$ cat config.mk
export PLATFORM = sky130hd
export DESIGN_NAME = seq_detect_prog
export DESIGN_NICKNAME = d
export VERILOG_FILES = /design/src/rtl/seq_detect_pkg.sv /design/src/rtl/seq_detect_prog_sat_counter.sv /design/src/rtl/seq_detect_prog.sv
export SDC_FILE = /design/constraint.sdc
export NUM_CORES = 1
export LEC_CHECK = 0
export BUFFER_PORTS_ARGS = -buffer_cell sky130_fd_sc_hd__buf_2
export CELL_PAD_IN_SITES_DETAIL_PLACEMENT = 0
export CELL_PAD_IN_SITES_GLOBAL_PLACEMENT = 2
export CORE_UTILIZATION = 37
export CTS_BUF_LIST = sky130_fd_sc_hd__clkbuf_4 sky130_fd_sc_hd__clkbuf_8
export CTS_CLUSTER_DIAMETER = 200
export CTS_CLUSTER_SIZE = 40
export DETAILED_ROUTE_END_ITERATION = 8
export MAX_ROUTING_LAYER = met4
export PLACE_DENSITY_LB_ADDON = 0.1
export SETUP_SLACK_MARGIN = 0.4
export SKIP_LAST_GASP = 1
export SYNTH_ARGS = -nofsm -noshare
export SYNTH_HDL_FRONTEND = slang
export SYNTH_SLANG_ARGS = --single-unit
$ cat constraint.sdc
create_clock -name clk -period 5.64 [get_ports clk]
set_input_delay 0.564 -clock clk [delete_from_list [all_inputs] [get_ports clk]]
set_output_delay 0.564 -clock clk [all_outputs]
set_load 0.01 [all_outputs]
$ cat src/rtl/seq_detect_pkg.sv
// Shared constants and helpers for the programmable sequence detector.
package seq_detect_pkg;

  // Widest pattern the mask helper can describe.
  localparam int unsigned MASK_W = 32;

  // Default build and reset-time configuration.
  localparam int unsigned PKG_MAX_LEN     = 8;
  localparam int unsigned PKG_CNT_W       = 8;
  localparam int unsigned LEN_W           = $clog2(PKG_MAX_LEN + 1);
  localparam logic [7:0]  PKG_DEF_PATTERN = 8'h0B;
  localparam int unsigned PKG_DEF_LEN     = 4;
  localparam logic        PKG_DEF_OVERLAP = 1'b1;

  // Low-ones mask: bit i set for every i < n.
  function automatic logic [MASK_W-1:0] len_mask(input int unsigned n);
    logic [MASK_W-1:0] m;
    m = '0;
    for (int unsigned i = 0; i < MASK_W; i++) begin
      m[i] = (i < n);
    end
    return m;
  endfunction

endpackage

$ cat src/rtl/seq_detect_prog_sat_counter.sv
// Saturating up-counter with synchronous clear; clear beats increment.
module sat_counter #(
  parameter int unsigned CNT_W = 8
) (
  input  logic             clk,
  input  logic             reset,
  input  logic             inc,
  input  logic             clr,
  output logic [CNT_W-1:0] count,
  output logic             sat
);

  assign sat = (count == '1);

  // Count increments, holding at all-ones; clear has priority over increment.
  always_ff @(posedge clk) begin
    if (reset) begin
      count <= '0;
    end else if (clr) begin
      count <= '0;
    end else if (inc && !sat) begin
      count <= count + CNT_W'(1);
    end
  end

endmodule

$ cat src/rtl/seq_detect_prog.sv
// Programmable serial sequence detector with overlap control and a
// saturating match counter.
module seq_detect_prog
  import seq_detect_pkg::*;
#(
  parameter int unsigned MAX_LEN              = PKG_MAX_LEN,
  parameter int unsigned CNT_W                = PKG_CNT_W,
  parameter logic [MAX_LEN-1:0] DEF_PATTERN   = MAX_LEN'(PKG_DEF_PATTERN),
  parameter int unsigned DEF_LEN              = PKG_DEF_LEN,
  parameter logic        DEF_OVERLAP          = PKG_DEF_OVERLAP,
  localparam int unsigned LW                  = $clog2(MAX_LEN + 1)
) (
  input  logic               clk,
  input  logic               reset,
  input  logic               cfg_load,
  input  logic [MAX_LEN-1:0] cfg_pattern,
  input  logic [LW-1:0]      cfg_len,
  input  logic               cfg_overlap,
  input  logic               inp_valid,
  input  logic               inp_bit,
  input  logic               cnt_clr,
  output logic               seq_seen,
  output logic [CNT_W-1:0]   match_count,
  output logic               cnt_sat
);

  // Active configuration.
  logic [MAX_LEN-1:0] pat;
  logic [LW-1:0]      len;
  logic               ovl;

  // Bit history (bit 0 = newest) and number of valid history bits.
  logic [MAX_LEN-1:0] hist;
  logic [LW-1:0]      fill;

  logic [LW-1:0]      cfg_len_c;
  logic [MAX_LEN-1:0] cfg_pat_c;
  logic [MAX_LEN-1:0] act_mask;
  logic [MAX_LEN-1:0] hist_next;
  logic [LW:0]        fill_inc;
  logic [LW-1:0]      fill_next;
  logic               accept;
  logic               match;

  // Clamp the requested length and drop pattern bits beyond it.
  always_comb begin
    cfg_len_c = (cfg_len > LW'(MAX_LEN)) ? LW'(MAX_LEN) : cfg_len;
    cfg_pat_c = cfg_pattern & MAX_LEN'(len_mask(32'(cfg_len_c)));
  end

  // Match decision on the bit being accepted this cycle, and the history/fill update it implies.
  always_comb begin
    accept    = inp_valid && !cfg_load;
    hist_next = {hist[MAX_LEN-2:0], inp_bit};
    act_mask  = MAX_LEN'(len_mask(32'(len)));
    fill_inc  = {1'b0, fill} + (LW+1)'(1);
    match     = accept && (len != '0) && (fill_inc >= {1'b0, len}) &&
                (((hist_next ^ pat) & act_mask) == '0);
    // Non-overlap restarts the fill so the next match needs len fresh bits.
    if (match && !ovl) begin
      fill_next = '0;
    end else if (fill == LW'(MAX_LEN)) begin
      fill_next = fill;
    end else begin
      fill_next = fill + LW'(1);
    end
  end

  // Configuration registers: loaded at reset and on cfg_load only.
  always_ff @(posedge clk) begin
    if (reset) begin
      pat <= DEF_PATTERN & MAX_LEN'(len_mask(DEF_LEN));
      len <= LW'(DEF_LEN);
      ovl <= DEF_OVERLAP;
    end else if (cfg_load) begin
      pat <= cfg_pat_c;
      len <= cfg_len_c;
      ovl <= cfg_overlap;
    end
  end

  // History, fill and the registered match pulse; cfg_load flushes and discards the bit.
  always_ff @(posedge clk) begin
    if (reset) begin
      hist     <= '0;
      fill     <= '0;
      seq_seen <= 1'b0;
    end else if (cfg_load) begin
      hist     <= '0;
      fill     <= '0;
      seq_seen <= 1'b0;
    end else begin
      seq_seen <= match;
      if (accept) begin
        hist <= hist_next;
        fill <= fill_next;
      end
    end
  end

  sat_counter #(
    .CNT_W (CNT_W)
  ) u_cnt (
    .clk   (clk),
    .reset (reset),
    .inc   (match),
    .clr   (cnt_clr),
    .count (match_count),
    .sat   (cnt_sat)
  );

endmodule

==> impl_metrics.toml <==
[outcome]
status = "completed"

[worst_setup_path]
worstSetupEndpoint = "u_cnt.count[5]"
crit_top_cell = "ha_1"
crit_path_max_incr_delay_ns = 0.50
r2r_slack_ns = 3.08
cp-end-kind = "flip-flop"
reg2reg_depth = 8
worstPathRequired_ns = 5.86
cp-startpoint = "fill[0]"
rr_endpoint = "u_cnt.count[5]"
timing.rr.start = "fill[0]"
critical_path_peak_fanout = 15
crit_slowest_cell = "or3b_4"
critPathLaunchType = "flip-flop"
critical_path_class = "reg2reg"
crit_chain = "inv_1, ha_1, ha_1, a211oi_1, o21ai_0, or3b_4, or4_1, a21oi_1"
arrival_ns = 2.78

[yosys]
synth_area_leader_cell = "dfxtp_1"
synth_seq_cells = 33
netlist_top_cells_count = "dfxtp_1 (33), nor2_1 (16), a21oi_1 (15)"
postSynth.asyncResetShare_pct = 0
yosys_warnings = 0
yosysSeqAreaShare_pct = 39.2
synth.top_cell.area_share_pct = 39.2
yosysUniqueCellTypes = 40
synthCells = 194
syn_nets = 220
synth_area_per_cell_um2 = 8.69
synth-edff-count = 0
ys_top_cells_by_area = "dfxtp_1 (39%), mux2i_1 (5.9%), ha_1 (5.2%), xnor2_1 (5.2%), a21oi_1 (4.5%)"
synth-main-ff-cell = "dfxtp_1"
netlist_area_mm2 = 0.00169
synth_most_common_cell = "dfxtp_1"

[routing]
drc = 0
dr.pass1.iters = 4
drt_iter0_drc = 58
vias = 1463
wl_per_cell_um = 14.2
vias_per_cell = 5.42
routed_wl_mm = 3.83
ant_nets = 0

[sta]
rsz0062_at_grt = "no"
fmax_ghz = 0.390
relSlewSlack_pct = 49.6
hold_viol = 0
tightest_slew_ns = 0.749
layout_setup_ws_ns = 3.08
slew_violations = 0
tns_ns = 0
min_period_over_period_pct = 45.5
skew_ns = 0.00570
period_needed_ns = 2.56
setup_viol = 0

[power]
vdd_drop_max_v = 0.000157
power_density_mw_per_mm2 = 272
power_frac_seq_pct = 46.4
intPower_uw = 410
switching_share_pct = 22.7
p_switching_uw = 121
p_clk_share_pct = 44.5
leakagePower_uw = 0.000777
p_comb_share_pct = 9.1

[clocking]
cts_resized = 0
numCtsBuffers = 5
cts_root_buf = "clkbuf_8"
htreeDepth = 2
cts_tree = "done"
cts_buffer_depth = 2
post_cts_buffers = 0
worstSkewPairLatency_ns = 0.28
ctsHoldBuffers = 0
clock_sinks = 33
clkTransAtPathRegs_ns = 0.07

[floorplan]
die_y_um = 69.5
core_mm2 = 0.00435
initial_core_util_pct = 38.7
rows = 24
num_io_pins = 29
dieWidth_um = 69.5
die_area_mm2 = 0.00483

[cells_and_area]
diodes = 0
drive_gt1_share_pct = 19.7
nets = 243
synthToLayoutAreaGrowth_pct = 15.7

[global_routing]
antenna_found_initial = 0
track_usage_pct = 17.1
grt_pass1_vias = 1375
grt-ovfl-total = 0
grt_max_degree = 17
grt_pass1_wl_mm = 6.32

[place]
numPortBuffers = 28
post-place-ws_ns = 2.85
gp_congestion = 0.731
hpwlAfterDp_mm = 2.89

[run]
drv_cap = 0

[hold_path]
min_path_type = "reg2reg"
==> cells in the final DEF, fill, tap and decap left out, types with 2 or more instances in the layout <==
| master | instances |
|---|---|
| a211o_1 | 2 |
| a211oi_1 | 2 |
| o211ai_1 | 3 |
| o21ai_0 | 9 |
| buf_2 | 28 |
| mux2i_1 | 10 |
| o2111ai_1 | 2 |
| or3_1 | 2 |
| clkbuf_8 | 6 |
| dfxtp_1 | 33 |
| inv_1 | 8 |
| nand2_1 | 13 |
| o31ai_1 | 3 |
| or4_1 | 5 |
| nand3_1 | 10 |
| nor2_1 | 16 |
| or2_2 | 3 |
| nor3_1 | 5 |
| nor4_1 | 2 |
| a22oi_1 | 3 |
| o22ai_1 | 2 |
| and4_4 | 2 |
| a21oi_1 | 15 |
| xnor2_1 | 10 |
| xor2_1 | 2 |
| ha_1 | 7 |
==> power groups by stage <==
stage | clock network [uW] | logic, uW | registers [uW]
global route | 258 | 53.3 | 247
detailed placement | 0 | 48.2 | 252
global placement | 0 | 46.8 | 251
floorplan | 0 | 37.1 | 248
finish | 236 | 48.1 | 246
CTS | 243 | 48.4 | 246
==> registers in the layout, summed over array words and instances, names as in the netlist <==
name / count
hist: 7
len: 4
pat: 8
ovl: 1
fill: 4
u_cnt.count: 8
seq_seen: 1
==> area by class of cell <==
type,count,area (um2)
clock buffers,7,90.1
multi-input cells,141,935
well taps,52,65.1
repair buffers,28,140
flip-flops and latches,33,661
fillers,439,2400
inverters,8,30.0
clock inverters,1,30.0
==> per-layer routing <==
layer	vias to the layer above	routed length (um)	GRT usage, %
li1	751	-	-
met1	672	1820	19.7
met2	38	1810	28.2
met3	2	174	5.52
met4	0	25	5.67
met5	-	0	-
==> stage by stage <==
stage	std cells	cell area, um2	utilization (%)	hold WS, ns	total power (uW)
final	270	1950	44.8	0.476	531
after global routing	270	1950	44.8	0.501	558
after CTS	270	1950	44.8	0.479	537
after detailed placement	262	1830	42.0	0.469	300
after global placement	262	1830	42.0	0.466	298
after floorplan	194	1690	-	0.444	285
==> worst max-delay path, delay by kind of cell (launching register included) <==
family                     cells  cell delay (ns)
DFF                            1             0.39
adders and majority gates      2             0.60
and+or+nand+nor                2             0.99
AOI/OAI and AO/OA              3             0.42
buffers and inverters          1             0.09
==> worst min path at each step <==
stage | startpoint | endpoint | slack (ns) | depth (start not counted)
2_1_floorplan | pat[2] | pat[2] | 0.44 | 2
3_3_place_gp | pat[2] | pat[2] | 0.47 | 2
3_5_place_dp | pat[2] | pat[2] | 0.47 | 2
4_1_cts | pat[2] | pat[2] | 0.48 | 2
5_1_grt | cfg_overlap | ovl | 0.50 | 2
6_report | pat[2] | pat[2] | 0.48 | 2
==> cells by family after synthesis <==
logic type	after synthesis	synth area share, %
adders and majority gates	7	5.19
AOI/OAI and AO/OA	48	18.2
muxes	10	5.93
buffers and inverters	20	5.41
DFF	33	39.2
xor gates and xnor gates	12	6.23
and+or+nand+nor	64	19.8
(Power assumes the default switching activity.)
